$ cat src/rtl/uart_rx_cmd.sv
// 8N1 UART receiver with 16x oversampling that gathers PKT_BYTES bytes into one command word
// and pushes each complete word into the inbound command FIFO.
module uart_rx_cmd #(
  parameter int unsigned CLK_FREQ_HZ  = 100000000,
  parameter int unsigned BAUD         = 115200,
  parameter int unsigned OVERSAMPLE   = 16,
  parameter int unsigned PKT_BYTES    = 4,
  parameter int unsigned TIMEOUT_BITS = 20
) (
  input  logic                   clk,
  input  logic                   rst,
  input  logic                   rx_data,
  input  logic                   cmd_fifo_full,
  output logic                   cmd_fifo_wr_en,
  output logic [PKT_BYTES*8-1:0] cmd_fifo_wr_data,
  output logic [7:0]             rx_byte,
  output logic                   rx_byte_valid,
  output logic                   rx_busy,
  output logic                   frame_err,
  output logic                   overflow_err,
  output logic                   timeout_err
);

  localparam int unsigned W        = PKT_BYTES * 8;
  localparam int unsigned DIV      = CLK_FREQ_HZ / (BAUD * OVERSAMPLE);
  localparam int unsigned DivW     = (DIV > 1) ? $clog2(DIV) : 1;
  localparam int unsigned SampW    = $clog2(OVERSAMPLE);
  localparam int unsigned IdxW     = (PKT_BYTES > 1) ? $clog2(PKT_BYTES) : 1;
  localparam int unsigned TO_TICKS = TIMEOUT_BITS * OVERSAMPLE;
  localparam int unsigned ToW      = $clog2(TO_TICKS);

  typedef enum logic [2:0] {StIdle, StStart, StData, StStop, StBreak} state_e;

  state_e            state;
  logic              rx_meta, rx_s;
  logic [DivW-1:0]   div_cnt;
  logic [SampW-1:0]  samp_cnt;
  logic [2:0]        bit_cnt;
  logic [7:0]        shift;
  logic [W-9:0]      sr;
  logic [IdxW-1:0]   idx;
  logic [ToW-1:0]    to_cnt;
  logic              tick;
  logic              samp_mid, samp_end;
  logic [W-1:0]      word_nxt;

  assign tick     = (div_cnt == DivW'(DIV - 1));
  assign samp_mid = tick && (samp_cnt == SampW'(OVERSAMPLE / 2 - 1));
  assign samp_end = tick && (samp_cnt == SampW'(OVERSAMPLE - 1));
  assign word_nxt = {sr, rx_byte};
  assign rx_busy  = (state != StIdle);

  // Two-flop synchronizer; resets to the idle (high) line level.
  always_ff @(posedge clk or posedge rst) begin
    if (rst) begin
      rx_meta <= 1'b1;
      rx_s    <= 1'b1;
    end else begin
      rx_meta <= rx_data;
      rx_s    <= rx_meta;
    end
  end

  always_ff @(posedge clk or posedge rst) begin
    if (rst) begin
      state            <= StIdle;
      div_cnt          <= '0;
      samp_cnt         <= '0;
      bit_cnt          <= '0;
      shift            <= '0;
      sr               <= '0;
      idx              <= '0;
      to_cnt           <= '0;
      rx_byte          <= '0;
      rx_byte_valid    <= 1'b0;
      frame_err        <= 1'b0;
      overflow_err     <= 1'b0;
      timeout_err      <= 1'b0;
      cmd_fifo_wr_en   <= 1'b0;
      cmd_fifo_wr_data <= '0;
    end else begin
      rx_byte_valid  <= 1'b0;
      frame_err      <= 1'b0;
      overflow_err   <= 1'b0;
      timeout_err    <= 1'b0;
      cmd_fifo_wr_en <= 1'b0;
      div_cnt        <= tick ? '0 : div_cnt + 1'b1;
      if (tick) samp_cnt <= samp_cnt + 1'b1;

      // Timeout only runs on an idle, high line; a start edge clears it, so it wins a tie.
      if (idx == '0 || state != StIdle || !rx_s) begin
        to_cnt <= '0;
      end else if (tick) begin
        if (to_cnt == ToW'(TO_TICKS - 1)) begin
          timeout_err <= 1'b1;
          idx         <= '0;
          to_cnt      <= '0;
        end else begin
          to_cnt <= to_cnt + 1'b1;
        end
      end

      if (rx_byte_valid) begin
        sr <= word_nxt[W-9:0];
        if (idx == IdxW'(PKT_BYTES - 1)) begin
          idx            <= '0;
          cmd_fifo_wr_en <= !cmd_fifo_full;
          overflow_err   <= cmd_fifo_full;
          if (!cmd_fifo_full) cmd_fifo_wr_data <= word_nxt;
        end else begin
          idx <= idx + 1'b1;
        end
      end

      unique case (state)
        StIdle: begin
          if (!rx_s) begin
            state    <= StStart;
            div_cnt  <= '0;
            samp_cnt <= '0;
          end
        end
        StStart: begin
          if (samp_mid) begin
            samp_cnt <= '0;
            bit_cnt  <= '0;
            state    <= rx_s ? StIdle : StData;
          end
        end
        StData: begin
          if (samp_end) begin
            samp_cnt <= '0;
            shift    <= {rx_s, shift[7:1]};
            bit_cnt  <= bit_cnt + 1'b1;
            if (bit_cnt == 3'd7) state <= StStop;
          end
        end
        StStop: begin
          if (samp_end) begin
            samp_cnt <= '0;
            if (rx_s) begin
              rx_byte       <= shift;
              rx_byte_valid <= 1'b1;
              state         <= StIdle;
            end else begin
              frame_err <= 1'b1;
              idx       <= '0;
              state     <= StBreak;
            end
          end
        end
        StBreak: begin
          if (rx_s) state <= StIdle;
        end
        default: state <= StIdle;
      endcase
    end
  end

endmodule

$ cat config.mk
export PLATFORM = sky130hd
export DESIGN_NAME = uart_rx_cmd
export DESIGN_NICKNAME = d
export VERILOG_FILES = /design/src/rtl/uart_rx_cmd.sv
export SDC_FILE = /design/constraint.sdc
export NUM_CORES = 1
export LEC_CHECK = 0
export BUFFER_PORTS_ARGS = -buffer_cell sky130_fd_sc_hd__buf_4
export CAP_MARGIN = 20
export CORE_MARGIN = 8
export CORE_UTILIZATION = 30
export CTS_CLUSTER_SIZE = 8
export DETAILED_ROUTE_END_ITERATION = 10
export PLACE_DENSITY = 0.5
export SYNTH_ARGS = -nofsm -noshare
export SYNTH_HDL_FRONTEND = slang
export SYNTH_SLANG_ARGS = --single-unit
$ cat constraint.sdc
create_clock -name clk -period 9.7 [get_ports clk]
set_input_delay 1.94 -clock clk [delete_from_list [all_inputs] [get_ports clk]]
set_output_delay 1.94 -clock clk [all_outputs]
set_load 0.05 [all_outputs]
==> impl_metrics.tcl <==
set metrics [dict create \
    remaining_drc_errors 0 \
    yosys.area.top_type "dfrtp_1" \
    worstPathArrival_ns 1.37 \
    grt_use_total 0.0962 \
    whs_path_depth 0 \
    period_minus_slack_ns 3.31 \
    worstSetupPathType "flip-flop to primary output" \
    die_y_um 138 \
    postCtsSetupBuffers 0 \
    rsz0062_at_grt "false" \
    fillers 1452 \
    final_common_cell "nand2_1" \
    drive_gt1_frac 0.270 \
    finClkSkew_ns 0.00720 \
    io_pins 50 \
    syn-cell-area_um2 4480 \
    drt_first_pass_iters 4 \
    core-area_um2 14600 \
    port-buffer-count 49 \
    wl_met1_um 4520 \
    cts_buffers 9 \
    cts-resized-gates 0 \
    final_util 0.363 \
    dieArea_um2 19100 \
    peakVddDrop_mv 0.0845 \
    syn_inst 402 \
    multi_input_area_um2 1700 \
    vias_per_cell 4.69 \
    async_reset_ff_frac 1.00 \
    yosys-top-cells-area "dfrtp_1 (58%), mux2_2 (10%), nand2_1 (9.2%)" \
    dp_cells 621 \
    drt_iter0_drc 145 \
    wire_per_inst_um 14.0 \
    htree_levels 3 \
    grt_start_max_net_pins 75 \
    yosysTopAreaCellShare 0.581 \
    gr-total-overflow 0 \
    start_kind "flip-flop" \
    n_antenna_cell 0 \
    final_cell_mix "nand2_1 (110), dfrtp_1 (104), buf_4 (52)" \
    vias 2982 \
    hold_viol 0 \
    setup_tns_ns 0 \
    clock-sinks 106 \
    antenna_found_initial 0 \
    grt_pass1_wl_um 15200 \
    start_util 0.307 \
    synthesis.nets 414 \
    yosys_warnings 0 \
    path_max_fanout 9 \
    clkTransAtPathRegs_ns 0.07 \
    leakage_uw 0.00270 \
    period_share 0.341 \
    synth_flop_cell "dfrtp_1" \
    reg2regPathDepth 6 \
    dr_wl_met3_um 386 \
    routed.top_layer "met4" \
    fin_nets 460 \
    fmax_ghz 0.302 \
    p_per_area_nw_per_um2 151 \
    cap_violations 0 \
    maxSlewHeadroom 0.326 \
    status "complete, no violations" \
    place_congestion 0.705 \
    synth_edf_count 0 \
    synth.distinct_cells 50 \
    maxSlewViolCount 0 \
    synth_sequential_area_ratio 0.593 \
    cts_hold_buf 0 \
    cp.required_ns 7.76 \
    syn_avg_cell_area_um2 11.1 \
    antenna_left 0 \
    layout.cells.non_filler 636 \
    num_rows 44 \
    root_buffer "clkbuf_16" \
    area_growth_pct 18.1 \
    endpoint_kind "primary output" \
    hpwl_um 6070 \
    dieWidth_um 138 \
    synth-seq-cells 106 \
    tritoncts "yes" \
    grt_pass1_vias 2825 \
    seq_area_um2 2660 \
    hold_path.class "flip-flop to flip-flop" \
    dr_wl_met2_um 3840 \
    worst_pin_slew_ns 1.01 \
    cts_max_path_buffers 2 \
    rrSetupSlack_ns 7.55 \
    setup_violations 0 \
    routed_wl_um 8900 \
    clkLatencyLatePin_ns 0.35 \
]
## critical path: stages, from the launching register on
cell	delay (ns)
dfrtp_1	0.50
nor2_4	0.20
nand2_1	0.11
buf_4	0.21
## flip-flops by register name, summed over array words and instances, names as in the netlist, 2 cells and up
| signal | flops |
|---|---|
| idx | 2 |
| rx_byte | 8 |
| samp_cnt | 4 |
| sr | 24 |
| bit_cnt | 3 |
| cmd_fifo_wr_data | 32 |
| shift | 8 |
| state | 3 |
| to_cnt | 9 |
| div_cnt | 6 |
## path summary, 6_finish.rpt
check                               from              endpoint
max                             state[2]               rx_busy
min                              rx_meta                  rx_s
max reg2reg                rx_byte_valid  cmd_fifo_wr_data[17]
min reg2reg                      rx_meta                  rx_s
max in group asynchronous            rst              shift[0]
min in group asynchronous            rst                sr[13]
## cell type report
type	count	share of cell area
Timing Repair Buffer	52	0.0738
Clock inverter	6	0.00970
Sequential cell	106	0.502
Clock buffer	9	0.0426
Tap cell	184	0.0435
Multi-Input combinational cell	269	0.321
Inverter	10	0.00757
## Yosys cell counts, drive strengths merged, types with 2 or more instances
cell type,count
and2,3
a21oi,10
nor2,19
and3,7
nor3,5
nand2,111
nand3,18
ha,8
or4,2
xor2,7
o211ai,3
o21ai,6
nor2b,2
o311ai,2
nand4,5
nand3b,2
inv,10
a31oi,3
clkbuf,7
dfrtp,104
mux2,40
mux2i,2
xnor2,3
dfstp,2
buf,10
## where the power goes
group | internal (uW) | switching [uW] | total (uW)
Combinational | 1.30 | 8.95 | 10.3
Clock | 176 | 167 | 343
Sequential | 442 | 0.750 | 443
## logic make-up (layout without fill, tap and decap cells)
kind of cell | after synthesis | after routing | share of synthesized area
xor+xnor | 10 | 10 | 0.0196
fa+ha+maj | 8 | 8 | 0.0223
compound gates | 31 | 31 | 0.0453
mux | 42 | 42 | 0.105
simple gates | 178 | 178 | 0.187
buf+inv | 27 | 77 | 0.0282
flops | 106 | 106 | 0.593
## metal layers
layer	global-route usage	vias to the layer above
met5	0	-
met4	0.0498	0
met3	0.0271	10
met2	0.130	61
met1	0.135	1464
li1	-	1447
## per-stage QoR
step                      instance area, um2  setup slack, ns  power, uW  hold WS (ns)
after global placement                  5010             6.16        463         0.351
after CTS                               5290             6.37        812         0.361
final                                   5290             6.39        796         0.359
after floorplan                         4480             4.97        458         0.345
after detailed placement                5010             6.15        463         0.351
after global routing                    5290             6.32        831         0.367
No activity file was read; power rests on OpenSTA's default activity.
